===== config.mk =====
export PLATFORM = sky130hd
export DESIGN_NAME = pipe_stage_buffer
export DESIGN_NICKNAME = d
export VERILOG_FILES = /design/src/rtl/pipe_stage_buffer.sv
export SDC_FILE = /design/constraint.sdc
export NUM_CORES = 1
export LEC_CHECK = 0
export BUFFER_PORTS_ARGS = -buffer_cell sky130_fd_sc_hd__buf_2
export CORE_MARGIN = 3
export CORE_UTILIZATION = 29
export DETAILED_ROUTE_END_ITERATION = 7
export GPL_TIMING_DRIVEN = 0
export PLACE_DENSITY = 0.55
export SYNTH_ARGS = -nofsm -noshare
export SYNTH_HDL_FRONTEND = slang
export SYNTH_SLANG_ARGS = --single-unit

===== constraint.sdc =====
create_clock -name clk -period 2.15 [get_ports clk]
set_input_delay 0 -clock clk [delete_from_list [all_inputs] [get_ports clk]]
set_output_delay 0 -clock clk [all_outputs]
set_load 0.05 [all_outputs]

===== src/rtl/pipe_stage_buffer.sv =====
// rtl/pipe_stage_buffer.sv - pipeline stage register with valid/ready handshake and 2-entry skid
// Head drives the outputs directly; skid holds the second-oldest word; in_ready is registered.
module pipe_stage_buffer #(
  parameter int                 CTRL_W         = 16,
  parameter int                 DATA_W         = 128,
  parameter logic [CTRL_W-1:0]  CTRL_KILL_MASK = {CTRL_W{1'b1}},
  parameter logic [31:0]        RESET_PC       = 32'h80000004
) (
  input  logic              clk,
  input  logic              reset,
  input  logic              in_valid,
  output logic              in_ready,
  input  logic [CTRL_W-1:0] in_ctrl,
  input  logic [DATA_W-1:0] in_data,
  input  logic [31:0]       in_pc,
  input  logic              in_flushed,
  input  logic              flush,
  input  logic              stall,
  output logic              out_valid,
  input  logic              out_ready,
  output logic [CTRL_W-1:0] out_ctrl,
  output logic [DATA_W-1:0] out_data,
  output logic [31:0]       out_pc,
  output logic              out_flushed,
  output logic [1:0]        occupancy
);

  typedef struct packed {
    logic [CTRL_W-1:0] ctrl;
    logic [DATA_W-1:0] data;
    logic [31:0]       pc;
    logic              flushed;
  } word_t;

  word_t      head, skid, head_n, skid_n, in_word;
  logic [1:0] occ, occ_n;
  logic       push, pop;

  function automatic word_t kill(input word_t w);
    word_t k;
    k         = w;
    k.ctrl    = w.ctrl & ~CTRL_KILL_MASK;
    k.flushed = 1'b1;
    return k;
  endfunction

  assign push    = in_valid & in_ready;
  assign pop     = out_valid & out_ready & ~stall;
  assign in_word = '{ctrl: in_ctrl, data: in_data, pc: in_pc, flushed: in_flushed};

  always_comb begin
    head_n = head;
    skid_n = skid;
    occ_n  = occ;
    case (occ)
      2'd0: begin
        if (push) begin
          head_n = in_word;
          occ_n  = 2'd1;
        end
      end
      2'd1: begin
        if (push && pop) begin
          head_n = in_word;
        end else if (push) begin
          skid_n = in_word;
          occ_n  = 2'd2;
        end else if (pop) begin
          occ_n  = 2'd0;
        end
      end
      2'd2: begin
        if (pop) begin
          head_n = skid;
          occ_n  = 2'd1;
        end
      end
      default: occ_n = 2'd0;
    endcase
    // A word popped this cycle has already been sampled, so only survivors are killed.
    if (flush) begin
      if (occ_n != 2'd0) head_n = kill(head_n);
      if (occ_n == 2'd2) skid_n = kill(skid_n);
    end
  end

  always_ff @(posedge clk or negedge reset) begin
    if (!reset) begin
      head     <= '{ctrl: '0, data: '0, pc: RESET_PC, flushed: 1'b0};
      skid     <= '0;
      occ      <= 2'd0;
      in_ready <= 1'b1;
    end else begin
      head     <= head_n;
      skid     <= skid_n;
      occ      <= occ_n;
      in_ready <= (occ_n != 2'd2);
    end
  end

  assign out_valid   = (occ != 2'd0);
  assign out_ctrl    = head.ctrl;
  assign out_data    = head.data;
  assign out_pc      = head.pc;
  assign out_flushed = head.flushed;
  assign occupancy   = occ;

endmodule


==> results by group <==
Global routing
  – Vias in the first global route: roughly 14000
  – Largest net degree at the start of global routing: about 120
  – First-pass GRT wire length: slightly below 80 mm
  – GRT Total Usage: 17.4%
  – Initial antenna violation count: 2
  – Total gr overflow: 0

STA
  – Worst Skew: between 15 and 20 ps
  – Slew Limit Headroom: 56.1%
  – Fin crit share: between 90% and 100%
  – Highest clock rate: about 0.5 GHz
  – Endpoints failing setup: 0
  – RSZ-0062 raised after global routing: true
  – Final Critical Period: roughly 2000 ps
  – Worst Max-Slew Pin Slew: 659 ps
  – Final Hold Viols: 0
  – Fin. max-slew vios: 0

Worst setup path
  – Crit path arrival time: between 2000 and 2500 ps
  – Crit Path Class: reg2reg
  – FF-to-FF End: skid[67]
  – CP Capture Type: flip-flop
  – Register-to-Register Setup Slack: approximately 110 ps
  – Crit path to: skid[67]
  – R2R cell count: 8
  – WP data required: ~2600 ps
  – Startpoint class of the critical path: flip-flop
  – CP Cell Sequence: and2_2, buf_6, nand4_1, buf_4, buf_4, clkbuf_2, nand2_1, nand2_1
  – Reg-to-reg critical path startpoint: in_ready
  – Critical Path Source: in_ready
  – Slowest CP cell: dfstp_2
  – Worst-path fanout max: 10
  – Max incr delay on CP: between 500 and 600 ps

Logic synthesis
  – Synth warnings: 0
  – Cells after synthesis: 1490
  – Syn_nets: 1673
  – Number of synthesized flops with an enable pin: 0
  – Syn Std Cell Area: roughly 15000 µm²
  – FFs w/ async S/R, synth: between 90% and 100%
  – Top post-synthesis cells by area: dfrtp_1, nand2_1, a22o_1
  – Post-synth top flop: dfrtp_1
  – Synthesized area per cell: just over 10 µm²
  – Post-synth top area share: slightly below 60%
  – #FFs+latches synth: between 300 and 400
  – Yosys top cell by area: dfrtp_1
  – Register area share after synthesis: between 50% and 60%
  – Yosys cell types: 37

Finish
  – Cell area after layout: approximately 21000 µm²
  – Fillers: between 5000 and 6000
  – Register area: 8940 µm²
  – Share of cells above drive strength 1: 26.5%
  – Area grow syn2layout: 41.0%
  – Core Util, Final: between 40% and 50%
  – Total Nets Final: roughly 2300
  – Multi-input logic area: roughly 5800 µm²

Power
  – Clock power frac: between 20% and 30%
  – Sw Ratio: a little under half
  – Sequential power share: between 30% and 40%
  – Pwr dens: roughly 1700 nW/µm²
  – Sw power: 16100 µW
  – Internal: 19600 µW
  – Peak VDD IR: about 0.00098 V
  – Combinational Power Share: 46.4%
  – Leak Pwr: roughly 0.012 µW

Floorplan
  – Rows: between 80 and 90
  – Area of the die: about 55000 µm²
  – Initial Util: just under 30%
  – Chip width: 235 µm
  – Core area: approximately 52000 µm²
  – Num ports: around 360
  – Die Y: 235 µm

Placed design
  – IO buf count: between 300 and 400
  – Placer Congestion: 0.804
  – Post-DP Area: roughly 18000 µm²
  – DPL Wire Length: approximately 33 mm

CTS
  – Max Root-Sink Buffers: 3
  – CTS buffer count: 43
  – Clock Root Buffer: clkbuf_16
  – # H-tree levels: 2
  – Clk slew on worst S/H paths: about 60 ps
  – Clk_lat worst skew: 550 ps
  – CTS tree: built
  – Clock Sinks: between 300 and 400

Drt
  – Routed Antenna Nets: 0
  – Residual DRC: 0
  – Drt first pass iters: 5
  – Vias: about 13000
  – Vias/cell: around 4.8
  – Routed WL: 48.7 mm
  – Avg WL per Cell: approximately 17 µm
  – Initial DRC Count: 680

Flow run
  – Max cap viols: 0

Worst hold path
  – Worst Hold Class: in2reg

Status
  – Status: completed
-- registers in the layout, summed over array words and instances, names as in the netlist --
signal and count:
out_data 128, in_ready 1, out_pc 32, occupancy 2, skid 177, out_ctrl 16
out_flushed 1
-- critical path: cells and delay by family (launching register included) --
kind          cells  cell delay [ps]
simple gates      4              530
flops             1              590
buf+inv           4              790
-- power groups by stage --
stage	registers [µW]	logic, µW	clock network (µW)
floorplan	17000	6450	0
global placement	11800	15900	0
detailed placement	12000	16200	0
CTS	11900	16700	7480
global route	12300	17900	7770
finish	11900	16600	7260
-- layout make-up --
type | count | area share, %
Sequential cell | 357 | 41.7
Multi-Input combinational cell | 1012 | 27.0
Timing Repair Buffer | 557 | 17.8
Clock buffer | 66 | 6.14
Tap cell | 680 | 3.97
Buffer | 115 | 2.88
Clock inverter | 10 | 0.502
Inverter | 3 | 0.0525
Antenna cell | 2 | 0.0234
-- placed cells by master (no fill, tap or decap), types with 20 or more instances in the layout --
cell,instances
a22o_1,160
buf_2,406
nand2_1,531
a21oi_1,21
clkbuf_16,46
a21o_1,161
nor3_1,30
dlygate4sd3_1,181
dfrtp_1,353
mux2i_1,20
clkbuf_1,31
clkbuf_2,30
-- cell families after synthesis --
kind of cell | synth area share [%]
buffers and inverters | 3.47
multiplexers | 1.32
AO/OA/AOI/OAI | 21.1
AND/OR/NAND/NOR | 15.3
flip-flops | 58.8
-- worst min path at each step --
stage / slack [ps] / start / end / cells after the start
6_report: 20 / stall / occupancy[1] / 4
5_1_grt: 50 / stall / occupancy[1] / 4
4_1_cts: 40 / stall / occupancy[1] / 4
3_5_place_dp: -100 / reset / out_data[82] / 1
3_3_place_gp: 210 / in_data[14] / skid[47] / 3
2_1_floorplan: -300 / reset / occupancy[0] / 0
-- metrics by stage --
step / TNS (ps) / std cells / power [µW] / worst slack, ps / hold slack (ps)
floorplan: 0 / 1490 / 23500 / 36.7 / -296
global placement: -2455660 / 2533 / 27800 / -6050 / 206
detailed placement: -318130 / 2536 / 28100 / -1430 / -103
CTS: 0 / 2802 / 36000 / 0.571 / 43.9
global route: -7.20 / 2801 / 38000 / -3.82 / 48.1
finish: 0 / 2802 / 35700 / 112 / 16.5
-- Yosys cell counts (2+ instances only) --
cell,n
a21o_1,161
inv_1,3
nor2b_1,2
buf_1,12
nor3_1,30
o221a_2,15
a21oi_1,22
o21ai_0,14
buf_4,2
clkbuf_1,51
buf_2,53
nor2_1,5
and2_1,3
nand4_1,13
dfstp_2,3
mux2i_1,20
o32ai_1,15
o22ai_1,2
a22o_1,160
dfrtp_1,354
nand2_1,532
nand2b_1,3
-- layer usage --
layer	up-vias	share of wire [%]	GRT usage (%)
met3	80	5.5	3.76
met2	375	48	28.8
met1	6538	44	22.9
met4	2	2.5	5.23
met5	-	0.027	0
li1	6358	-	-
-- repair_timing --
item,in CTS,in global routing
gates cloned,0,0
hold buffers,182,0
pin swaps,4,0
hold endpoints to repair,596,0
resized for setup,33,51
buffers inserted,9,0
endpoints found under the setup margin,347,238
No activity file was read; power rests on OpenSTA's default activity.
